## config.mk

```make
export PLATFORM = sky130hd
export DESIGN_NAME = input_conditioner
export DESIGN_NICKNAME = d
export VERILOG_FILES = /design/src/rtl/input_conditioner.sv
export SDC_FILE = /design/constraint.sdc
export NUM_CORES = 1
export LEC_CHECK = 0
export BUFFER_PORTS_ARGS = -buffer_cell sky130_fd_sc_hd__buf_2
export CAP_MARGIN = 5
export CORE_MARGIN = 10
export CORE_UTILIZATION = 49
export DETAILED_ROUTE_END_ITERATION = 10
export HOLD_SLACK_MARGIN = 0.12
export PLACE_DENSITY = 0.73
export SLEW_MARGIN = 15
export SYNTH_ARGS = -nofsm -noshare
export SYNTH_HDL_FRONTEND = slang
export SYNTH_SLANG_ARGS = --single-unit
```

## constraint.sdc

```tcl
create_clock -name clk -period 1.2 [get_ports clk]
set_input_delay 0.24 -clock clk [delete_from_list [all_inputs] [get_ports clk]]
set_output_delay 0.24 -clock clk [all_outputs]
set_load 0.01 [all_outputs]
```

## src/rtl/input_conditioner.sv

```systemverilog
// Purpose: synchronise and debounce two raw board inputs into clean levels plus rise/fall pulses.
// Latency: SYNC_STAGES + DEBOUNCE_CYCLES rising edges from raw step to output change.
// Backpressure: none; both inputs are sampled every cycle.
//
// Ports:
//   clk                  system clock, all logic on rising edge
//   rst_n                synchronous active-low reset
//   btn_a_raw, btn_b_raw raw asynchronous inputs
//   a, b                 debounced outputs (levels, or toggles when INPUT_COND_TOGGLE_EN is defined)
//   a_rise/a_fall        one-cycle pulses on debounced edges of channel a
//   b_rise/b_fall        one-cycle pulses on debounced edges of channel b
//
// Optional build: define INPUT_COND_TOGGLE_EN to make a/b invert on each
// debounced rising commit instead of following the debounced level.
module input_conditioner #(
  parameter int SYNC_STAGES     = 2,
  parameter int DEBOUNCE_CYCLES = 8
) (
  input  logic clk,
  input  logic rst_n,
  input  logic btn_a_raw,
  input  logic btn_b_raw,
  output logic a,
  output logic b,
  output logic a_rise,
  output logic a_fall,
  output logic b_rise,
  output logic b_fall
);

  if (SYNC_STAGES < 2) begin : g_bad_sync_stages
    $error("input_conditioner: SYNC_STAGES must be >= 2");
  end
  if (DEBOUNCE_CYCLES < 1) begin : g_bad_debounce_cycles
    $error("input_conditioner: DEBOUNCE_CYCLES must be >= 1");
  end

  localparam int CW = $clog2(DEBOUNCE_CYCLES + 1);
  localparam logic [CW-1:0] CNT_LAST = CW'(DEBOUNCE_CYCLES - 1);

  typedef enum logic {
    STABLE  = 1'b0,
    PENDING = 1'b1
  } state_t;

  logic [1:0] raw;
  logic [1:0] out_lvl;
  logic [1:0] rise;
  logic [1:0] fall;

  assign raw = {btn_b_raw, btn_a_raw};

  for (genvar ch = 0; ch < 2; ch++) begin : g_ch
    logic [SYNC_STAGES-1:0] sync_q;
    logic                   s;
    state_t                 state_q, state_d;
    logic [CW-1:0]          cnt_q, cnt_d;
    logic                   level_q;
    logic                   rise_q, fall_q;
    logic                   commit;

    assign s = sync_q[SYNC_STAGES-1];

    always_ff @(posedge clk) begin
      if (!rst_n) begin
        sync_q <= '0;
      end else begin
        sync_q <= {sync_q[SYNC_STAGES-2:0], raw[ch]};
      end
    end

    // The counter holds the number of consecutive differing samples seen so
    // far; commit fires on the DEBOUNCE_CYCLES-th one, so cnt never reaches
    // DEBOUNCE_CYCLES and cannot wrap.
    always_comb begin
      state_d = state_q;
      cnt_d   = cnt_q;
      commit  = 1'b0;
      case (state_q)
        STABLE: begin
          if (s != level_q) begin
            if (DEBOUNCE_CYCLES == 1) begin
              commit = 1'b1;
            end else begin
              cnt_d   = CW'(1);
              state_d = PENDING;
            end
          end
        end
        PENDING: begin
          if (s == level_q) begin
            cnt_d   = '0;
            state_d = STABLE;
          end else if (cnt_q == CNT_LAST) begin
            commit = 1'b1;
          end else begin
            cnt_d = cnt_q + 1'b1;
          end
        end
        default: begin
          cnt_d   = '0;
          state_d = STABLE;
        end
      endcase
      if (commit) begin
        cnt_d   = '0;
        state_d = STABLE;
      end
    end

    always_ff @(posedge clk) begin
      if (!rst_n) begin
        state_q <= STABLE;
        cnt_q   <= '0;
        level_q <= 1'b0;
        rise_q  <= 1'b0;
        fall_q  <= 1'b0;
      end else begin
        state_q <= state_d;
        cnt_q   <= cnt_d;
        // Pulses are registered alongside the level so they line up with it.
        rise_q  <= commit & s;
        fall_q  <= commit & ~s;
        if (commit) begin
          level_q <= s;
        end
      end
    end

`ifdef INPUT_COND_TOGGLE_EN
    logic tog_q;

    always_ff @(posedge clk) begin
      if (!rst_n) begin
        tog_q <= 1'b0;
      end else if (commit && s) begin
        tog_q <= ~tog_q;
      end
    end

    assign out_lvl[ch] = tog_q;
`else
    assign out_lvl[ch] = level_q;
`endif

    assign rise[ch] = rise_q;
    assign fall[ch] = fall_q;
  end

  assign a      = out_lvl[0];
  assign b      = out_lvl[1];
  assign a_rise = rise[0];
  assign a_fall = fall[0];
  assign b_rise = rise[1];
  assign b_fall = fall[1];

endmodule
```

# [Yosys cells after proc, flatten, opt, wreduce, memory -nomap -nowiden]
# Cells that the tools add are included.
[totals] rom_bits=0 regBits=20 output_inout_bits=6 latch_bits=0 in_bits=4 wordCells=57 mem_bits_rw=0 memories=0
[classes] n_lt_le_gt_ge=0 reduce_logical=4 shifts=0 mux=20 n_eq_ne=10 addsub=2 bitwise=9 n_mul=0 n_div=0
[op_table] operator="two-way mux 4 bit" n=6
[op_table] operator="one-hot mux 4 bit (2 select lines)" n=2
[op_table] operator="two-way mux 1 bit" n=10
[op_table] operator="adder 4 x 1 -> 4 bit, second input constant" n=2
[op_table] operator="equality test 4 x 3 -> 1 bit, second input constant" n=2
[op_table] operator="!= test 3 bit, second input constant" n=2
[op_table] operator="inverter 1 bit" n=5
[op_table] operator="bitwise AND 1 bit" n=4
[op_table] operator="!= test 2 bit, second input constant" n=2
[op_table] operator="one-hot mux 1 bit (2 select lines)" n=2
[op_table] operator="AND reduction 2 bit" n=2
[op_table] operator="OR reduction 2 bit" n=2
[op_table] operator="equality test 1 bit" n=2
[op_table] operator="!= test 1 bit" n=2

# [Longest topological paths before layout]
# Gate-level depths: netlist of the first run.
[depth] depth_word=5 mapped_depth=4 depth_no_buf=4

# [Least setup slack after synthesis of the first run]
# OpenSTA, ideal clock, no wires.
[synth_path] path_kind="register -> register" startpoint="register g_ch[1].level_q (netlist: b)" endpoint="register g_ch[1].cnt_q[2]" path_stages_with_launch=4 synth_period_minus_slack_ps=1208 setup_time_ps=122 t_required_ps=1078 slack_ps=-8 arrival_time_ps=1086 path_cell_list="dfxtp_1 -> xor2_2 -> nor2_1 -> a311o_1"
[synth_via] elab_chain_cells=4 elab_cells_between_ends=10 classes_between="4 x eq/ne; 4 x mux; 2 x reduce/logical"
[synth_lines] element="start, declared" line="58" rtl="logic level_q;"
[synth_lines] element="start signal, assigned" line="125" rtl="level_q <= s;"
[synth_lines] element="equality test 1 bit" line="91" rtl="if (s == level_q) begin"
[synth_lines] element="two-way mux 1 bit" line="91"
[synth_lines] element="two-way mux 1 bit" line="79" rtl="case (state_q)"
[synth_lines] element="OR reduction 2 bit (no line)"
[synth_lines] element="end signal, assigned" line="120" rtl="cnt_q <= cnt_d;"
[synth_lines] element="end, declared" line="57" rtl="logic [CW-1:0] cnt_q, cnt_d;"
# Several ways; a longest one is shown, not always the timed one.
# A chain may end at the register's enable or synchronous reset.

# [Worst setup path after layout of the first run]
[layout_path] startpoint="register g_ch[0].sync_q[1]" endpoint="register g_ch[0].cnt_q[3]"
[layout_via] elab_chain_cells=4 elab_cells_between_ends=10 classes_between="4 x eq/ne; 4 x mux; 2 x reduce/logical"
[layout_lines] element="start, declared" line="54" rtl="logic [SYNC_STAGES-1:0] sync_q;"
[layout_lines] element="start signal, assigned" line="68" rtl="sync_q <= {sync_q[SYNC_STAGES-2:0], raw[ch]};"
[layout_lines] element="equality test 1 bit" line="91"
[layout_lines] element="two-way mux 1 bit" line="91"
[layout_lines] element="two-way mux 1 bit" line="79"
[layout_lines] element="OR reduction 2 bit (no line)"
[layout_lines] element="end signal, assigned" line="120"
[layout_lines] element="end, declared" line="57"
# Several ways; a longest one is shown, not always the timed one.

==> results of run 1 <==
==> through the flow <==
step | TNS (ns) | setup slack [ns] | std cells | utilization
after floorplan | 0 | 0.03033 | 90 | -
after global placement | -0.006791 | -0.006791 | 123 | 0.5859
after detailed placement | -0.04218 | -0.02490 | 123 | 0.5859
after CTS | -0.01436 | -0.01436 | 127 | 0.6274
after global routing | -0.003044 | -0.003044 | 129 | 0.6844
final | 0 | 0.02563 | 129 | 0.6844
==> worst paths after layout <==
kind	slack, ns	to	cells after the start
worst max-delay path	0.03	g_ch[0].cnt_q[3]	3
worst min-delay path	0.13	g_ch[0].sync_q[0]	2
worst max register to register	0.03	g_ch[0].cnt_q[3]	3
worst min register to register	0.45	g_ch[0].sync_q[1]	1
==> routing by layer <==
layer | vias up | part of all wire | track usage
met4 | 0 | 0.017 | 0.04777
met3 | 5 | 0.049 | 0.03049
met1 | 344 | 0.45 | 0.1156
met5 | - | 0 | 0
met2 | 20 | 0.49 | 0.1611
li1 | 371 | - | -
==> power groups by stage <==
stage	Clock (mW)	Combinational (mW)	Sequential [mW]
after CTS	0.563	0.0624	0.686
after detailed placement	0	0.0612	0.700
after global placement	0	0.0597	0.699
after global routing	0.593	0.0791	0.689
after floorplan	0	0.0335	0.698
final	0.560	0.0723	0.687
==> cells in the mapped netlist <==
cell and number:
dfxtp_1 20, nand3_1 7, nand4_1 7, and2_1 5, nand2_1 5, nor3_1 5, nand3b_1 4, and3_1 3
inv_1 3, and3b_1 2, clkbuf_1 2, ha_1 2, mux2i_1 2, nor2_1 2, nor2b_1 2, o211a_1 2
o21ai_0 2, a21oi_1 1, a311o_1 1, a31oi_1 1, and4_1 1, and4b_1 1, buf_2 1, buf_4 1
nor3b_1 1, o21a_1 1, o311ai_1 1, or3_1 1, or3b_2 1, xnor2_1 1, xor2_1 1, xor2_2 1
==> state kept, by name (all words and copies together) (netlist names) <==
name          count
g_ch.state_q      2
a_rise            1
a                 1
b                 1
g_ch.cnt_q        8
b_rise            1
a_fall            1
g_ch.sync_q       4
b_fall            1
==> cell families after synthesis <==
family	after synthesis
adders and majority gates	2
and+or+nand+nor	47
muxes	2
buffers and inverters	7
xor gates and xnor gates	3
AOI/OAI and AO/OA	9
DFF	20
==> layout by cell type (no fill, tap or decap) <==
master	n
a21oi_1	1
a311o_1	1
a31oi_1	1
and2_1	5
and3_1	3
and3b_2	2
and4_1	1
and4b_1	1
buf_2	8
buf_4	12
buf_6	2
bufinv_16	1
clkbuf_4	3
dfxtp_1	12
dfxtp_2	6
dfxtp_4	2
ha_4	2
inv_1	3
mux2i_1	2
nand2_1	5
nand3_1	5
nand3_2	2
nand3b_1	4
nand4_1	7
nor2_1	2
nor2b_1	2
nor3_1	5
nor3b_1	1
o211a_1	2
o21a_1	1
o21ai_0	2
o311ai_1	1
or3_1	1
or3b_2	1
xnor2_2	1
xor2_4	2
==> area by class of cell <==
cell class / instances / area, µm²
inverter: 3 / 11.26
multi-input combinational: 63 / 503.0
tap: 17 / 21.27
timing repair buffer: 22 / 152.6
fill: 125 / 533.0
clock buffer: 3 / 22.52
clock inverter: 1 / 30.03
sequential: 20 / 415.4
==> repair_timing <==
item | in CTS | in global routing
setup endpoints to repair | 3 | 14
gates resized for setup | 5 | 18
pin swaps | 0 | 2
buffers inserted | 0 | 2
==> impl_metrics.ini, run 1 <==
[outcome]
run_status = finished clean

[timing]
max_slew_margin = 0.7785
slew_violations = 0
hold-worst-slack_ns = 0.1276
period_needed_ns = 1.174
period_share = 0.9786
setup_viol = 0
fmax_mhz = 851.5
worst_pin_slew_ns = 0.3318
final_hold_viol_count = 0
clock_skew_ns = 0.002942

[placement]
hpwl_um = 1198
placed_area_um2 = 989.7
gp_congestion = 0.7858
port_buffers = 9

[global_routing]
grt.overflow.total = 0
grt_pass1_vias = 677
track_usage = 0.09913
antenna_found_initial = 0
grt_first_pass_wirelength_um = 2829
grt_max_degree = 15

[logic_synthesis]
synthesis.nets = 96
netlist_area_um2 = 859.6
synth-xor-area-share = 0.03930
synth-simple-area-share = 0.3275
yosysUniqueCellTypes = 32
muxShareOfSynthArea = 0.02329
synthAdderAreaFrac = 0.02911
synth_top_family_by_area = simple AND/OR/NAND/NOR gates
synth_top_area_cell = dfxtp_1
synthTopCellsByArea = dfxtp_1 47%, nand4_1 5.1%, nand3_1 4.1%
yosys_warnings = 0
syn_area_per_cell_um2 = 9.551
ys_ff_latch = 20
synth_compound_gate_area_share = 0.07860
ys_seq_area_frac = 0.4658
synthCells = 90
synth_top_area_frac = 0.4658

[critical_path]
worst-path-buf-inv = 0
criticalPathCategory = register to register
critical_path.max_stage_delay_ns = 0.44
r2r_start = g_ch[0].sync_q[1]
end_kind = register
critPathLaunchType = register
crit_path_top_delay_cell = or3b_2
crit_chain = xor2_4, or3b_2, o311ai_1
critPathArrivalTime_ns = 1.40
crit_family = simple AND/OR/NAND/NOR gates
critical_path.max_fanout = 4
required_ns = 1.42
crit_start = g_ch[0].sync_q[1]

[floorplanning]
die_area_mm2 = 0.003830
start_util = 0.5089
die_h_um = 61.89
rows = 15
dieWidth_um = 61.89
core_area_mm2 = 0.001689
num_io_pins = 10

[power_and_ir_drop]
p_int_mw = 1.048
power_mw = 1.320
p_leak_nw = 0.4980
p_sw_mw = 0.2712
p_sw_frac = 0.2056
p_per_area_mw_per_mm2 = 1141
clkPwrFrac = 0.424
ir_worst_vdd_mv = 1.165
p_seq_frac = 0.521
share_comb_of_total_power = 0.055

[detailed_routing]
drc = 0
drtPass1Iterations = 4
wl_um = 1826
drt_iter0_drc = 6
vias = 740
viasPerCell = 5.736
routedWlPerCell_um = 14.16
postRouteAntennaNets = 0

[layout]
syn2layout_area_growth_pct = 34.50
layout-drive-gt1-share = 0.3929
nets = 119
design_area_mm2 = 0.001156
antenna_cells = 0

[cts]
cts_buffer_depth = 2
clk_pin_slew_ns = 0.12
cts_hold_buf = 0
cts.sinks = 20
clk_latency_ns = 0.31
numCtsBuffers = 3
cts.root.buffer_cell = clkbuf_4
cts_tree = yes
htree_levels = 1

[worst_hold_path]
holdCritStartpoint = btn_a_raw
hold_class = input port to register

[flow_run]
drv_cap = 0
No activity file was read; power rests on OpenSTA's default activity.
==> run 2: changes to the inputs <==
- CORE_MARGIN: 10 -> 4
==> run 2 against run 1 <==
Non-clock buffer count decreased by 2; first-iteration DRC count increased to 3.2 times the previous value; count of clock-buffer cells in the layout increased by 1; critical endpoint unchanged; routed wire length increased by 1.2%; via count decreased by 1.1%.
==> impl_metrics.ini, run 2 (synthesized netlist as in run 1, its figures left out) <==
[critical_path]
critical_path.max_fanout = 4
crit_path_top_delay_cell = or3b_2
critical_path.max_stage_delay_ns = 0.46
crit_chain = xor2_4, or3b_2, o311ai_1
r2r_start = g_ch[0].sync_q[1]
critPathArrivalTime_ns = 1.40
reg2reg_slack_ns = 0.001
required_ns = 1.40
criticalPathCategory = register to register
critPathLaunchType = register
r2r_cells = 3
crit_family = simple AND/OR/NAND/NOR gates
r2r-end = g_ch[0].cnt_q[3]
end_kind = register
worst-path-buf-inv = 0

[floorplanning]
die_area_mm2 = 0.002489
die_h_um = 49.89
dieWidth_um = 49.89
num_io_pins = 10
rows = 14
start_util = 0.5452
core_area_mm2 = 0.001577

[worst_hold_path]
hold_class = input port to register
hold_end = g_ch[0].sync_q[0]
hold_depth = 2
holdCritStartpoint = btn_a_raw

[timing]
fmax_mhz = 834.0
period_share = 0.9992
final_hold_viol_count = 0
setup_viol = 0
period_needed_ns = 1.199
max_slew_margin = 0.7793
slew_violations = 0
hold-worst-slack_ns = 0.1471
setup_tns_ns = 0
grt_setup_unrepaired = true
worst_pin_slew_ns = 0.3306
setup_slack_ns = 0.0009622
clock_skew_ns = 0.007503

[global_routing]
antenna_found_initial = 0
grt_pass1_vias = 662
grt_first_pass_wirelength_um = 2870
grt_max_degree = 21
track_usage = 0.1524
grt.overflow.total = 0

[power_and_ir_drop]
power_mw = 1.137
p_leak_nw = 0.4822
ir_worst_vdd_mv = 0.9721
p_per_area_mw_per_mm2 = 1000

[layout]
design_area_mm2 = 0.001137
regMostFlops = g_ch.cnt_q
syn2layout_area_growth_pct = 32.31
nets = 117
utilization = 0.7214
final_common_cell = dfxtp_1
largest_reg_flops = 8
layout_common_cells = 12 x dfxtp_1, 9 x buf_2, 9 x buf_4, 7 x nand4_1
antenna_cells = 0
largestRegisters = g_ch.cnt_q: 8 flops, g_ch.sync_q: 4 flops, g_ch.state_q: 2 flops
fin_cells = 126
layout-drive-gt1-share = 0.3818

[cts]
cts_tree = yes
clk_pin_slew_ns = 0.10
htree_levels = 1
clk_latency_ns = 0.30
cts_hold_buf = 0
cts.sinks = 20
numCtsBuffers = 3
cts_buffer_depth = 2
cts.root.buffer_cell = clkbuf_4

[flow_run]
drv_cap = 0

[detailed_routing]
routedWlPerCell_um = 14.66
drt_iter0_drc = 19
postRouteAntennaNets = 0
vias = 732
viasPerCell = 5.810
drc = 0
drtPass1Iterations = 4
wl_um = 1847

[placement]
dp_cells = 121
dp_slack_ns = -0.03858
placed_area_um2 = 993.5
port_buffers = 9
gp_congestion = 0.7878
hpwl_um = 1144

[outcome]
run_status = finished clean
==> run 2: cell count changes in the layout (fill, tap and decap cells not counted), sizes merged <==
| cell | previous run | this run |
|---|---|---|
| buf | 22 | 20 |
| bufinv | 1 | 0 |
| clkbuf | 3 | 4 |
==> run 2: routing by layer <==
metal | vias up | track usage | routed length [µm]
met5 | - | 0 | 0
met4 | 0 | 0.04147 | 13
met3 | 2 | 0.06627 | 101
met2 | 19 | 0.2533 | 899
met1 | 345 | 0.1768 | 833
li1 | 366 | - | -
==> run 2: area by class of cell <==
class	instances	area, µm²
clock buffers	4	36.28
fillers	124	439.2
repair buffers	20	143.9
multi-input cells	63	508.0
flip-flops and latches	20	417.9
well taps	16	20.02
inverters	3	11.26
==> run 2: worst register-to-register path, cell delays in order (launching register included) <==
cell and delay, ns:
dfxtp_4 0.38, xor2_4 0.19, or3b_2 0.46, o311ai_1 0.08
==> run 2: repair_timing <==
action	CTS	global route
pin swaps	1	1
gates resized for setup	7	17
setup buffers	0	1
gates cloned	0	0
endpoints found under the setup margin	4	12
==> run 2: how the worst max path moves through the flow <==
stage / cells past startpoint / endpoint / startpoint / slack, ns
after CTS: 4 / g_ch[1].state_q / g_ch[1].cnt_q[0] / 0.007
after detailed placement: 4 / g_ch[1].state_q / g_ch[1].cnt_q[0] / -0.04
after floorplan: 4 / g_ch[0].state_q / a / 0.03
after global routing: 4 / a / a / -0.04
after global placement: 4 / g_ch[1].state_q / g_ch[1].cnt_q[0] / -0.02
final: 3 / g_ch[0].cnt_q[3] / g_ch[0].sync_q[1] / 0.001
==> run 2: where the power goes <==
part | switching [mW] | internal [mW] | leakage (nW)
clock network | 0.192 | 0.185 | 0.0210
logic | 0.0360 | 0.0399 | 0.294
registers | 0.0140 | 0.670 | 0.167
==> run 3: changes to the inputs <==
- PLACE_DENSITY: 0.73 -> unset
- PLACE_DENSITY_LB_ADDON: unset -> 0.3
==> run 3 against run 2 <==
Worst setup slack got worse by 0.00072 ns; critical path type unchanged; global-route usage shrank 0.39 points; cell area shrank 1.7%; register-to-register slack is essentially flat.
==> impl_metrics.ini, run 3 (synthesized netlist as in run 1, its figures left out) <==
[cts]
htree_levels = 1
clk_pin_slew_ns = 0.11
numCtsBuffers = 3
cts.root.buffer_cell = clkbuf_4
clk_latency_ns = 0.30
cts_tree = yes
cts.sinks = 20
cts_buffer_depth = 2

[detailed_routing]
vias = 760
wl_um = 1806
drc = 0
drt_iter0_drc = 23
drtPass1Iterations = 4
routedWlPerCell_um = 14.56
viasPerCell = 6.129
postRouteAntennaNets = 0

[worst_hold_path]
hold_end = g_ch[1].sync_q[0]
hold_depth = 2
holdCritStartpoint = btn_b_raw
hold_class = input port to register

[critical_path]
r2r_start = g_ch[1].sync_q[1]
critPathArrivalTime_ns = 1.40
end_kind = register
critPathLaunchType = register
r2r-end = g_ch[1].cnt_q[2]
crit_start = g_ch[1].sync_q[1]
reg2reg_slack_ns = 0.0002
r2r_cells = 3
criticalPathCategory = register to register
required_ns = 1.40
critical_path.max_fanout = 4

[power_and_ir_drop]
ir_worst_vdd_mv = 0.6096
p_per_area_mw_per_mm2 = 957.5
power_mw = 1.071
p_leak_nw = 0.4716

[floorplanning]
die_h_um = 49.89
rows = 14
num_io_pins = 10
die_area_mm2 = 0.002489
core_area_mm2 = 0.001577
dieWidth_um = 49.89
start_util = 0.5452

[layout]
regMostFlops = g_ch.cnt_q
largestRegisters = g_ch.cnt_q: 8 flops, g_ch.sync_q: 4 flops, g_ch.state_q: 2 flops
antenna_cells = 0
syn2layout_area_growth_pct = 30.13
final_common_cell = dfxtp_1
largest_reg_flops = 8
fillerInstances = 108
layout-drive-gt1-share = 0.3889
multi_input_area_um2 = 525.5
layout_common_cells = 12 x dfxtp_1, 9 x buf_2, 9 x buf_4, 7 x nand4_1, 6 x dfxtp_2
fin_cells = 124
seq_area_um2 = 415.4
nets = 116

[flow_run]
drv_cap = 0

[placement]
dp_cells = 121
gp_congestion = 0.7610
port_buffers = 9
hpwl_um = 1194

[timing]
period_needed_ns = 1.200
worst_pin_slew_ns = 0.3156
setup_tns_ns = 0
grt_setup_unrepaired = true
slew_violations = 0
max_slew_margin = 0.7893
hold-worst-slack_ns = 0.1334
final_hold_viol_count = 0
period_share = 0.9998
clock_skew_ns = 0.009404
setup_viol = 0
fmax_mhz = 833.5

[global_routing]
grt_first_pass_wirelength_um = 2877
track_usage = 0.1485
grt.overflow.total = 0
antenna_found_initial = 0
grt_pass1_vias = 658
grt_max_degree = 18

[outcome]
run_status = finished clean
[run 3: cell types whose count changed in the layout (fill, tap and decap cells not counted)]
cell,change
dfxtp_4,-1
o311ai_1,-1
dfxtp_2,+1
o311ai_2,+1
or3b_2,-1
xnor2_1,-1
xnor2_2,+1
clkbuf_8,-1
or3b_4,+1
buf_12,-1
[run 3: stage by stage]
stage | worst slack, ns | cell area (µm²) | utilization
finish | 0.0002388 | 1119 | 0.7095
global route | -0.05448 | 1119 | 0.7095
CTS | -0.001527 | 1026 | 0.6508
detailed placement | -0.04633 | 980.9 | 0.6222
global placement | 0.004805 | 980.9 | 0.6222
floorplan | 0.03033 | 860.8 | -
[run 3: repair_timing]
item | CTS | global route
gates resized for setup | 6 | 20
setup buffers | 0 | 0
hold buffers | 0 | 0
gates cloned | 0 | 0
pin swaps | 0 | 1
endpoints found under the setup margin | 4 | 12
[run 3: where the power goes]
group | internal (mW) | switching [mW]
sequential | 0.673 | 0.0147
combinational | 0.0345 | 0.0350
clock | 0.117 | 0.197
total | 0.824 | 0.247
[run 3: final cells by class]
type                            instances  share of cell area
Multi-Input combinational cell         63              0.4698
Timing Repair Buffer                   19              0.1107
Sequential cell                        20              0.3714
Inverter                                3             0.01007
Tap cell                               16             0.01790
Clock buffer                            3             0.02013
[run 3: per-layer routing]
metal  global-route usage  vias to the layer above  share of wire
met5                    0                        -              0
li1                     -                      363              -
met4              0.06912                        0          0.023
met1               0.1930                      364           0.47
met2               0.2291                       27           0.47
met3              0.03614                        6          0.037
[run 3: worst max path at each step]
stage	end	slack [ns]
floorplan	g_ch[0].state_q	0.03
global placement	g_ch[1].state_q	0.005
detailed placement	g_ch[1].state_q	-0.05
CTS	g_ch[0].cnt_q[3]	-0.002
global route	g_ch[1].cnt_q[2]	-0.05
finish	g_ch[1].cnt_q[2]	0.0002
[run 3: worst max-delay path, cell delays in order, from the launching register on]
cell     delay (ns)
dfxtp_2        0.45
xor2_4         0.24
nor2_1         0.07
a311o_1        0.35
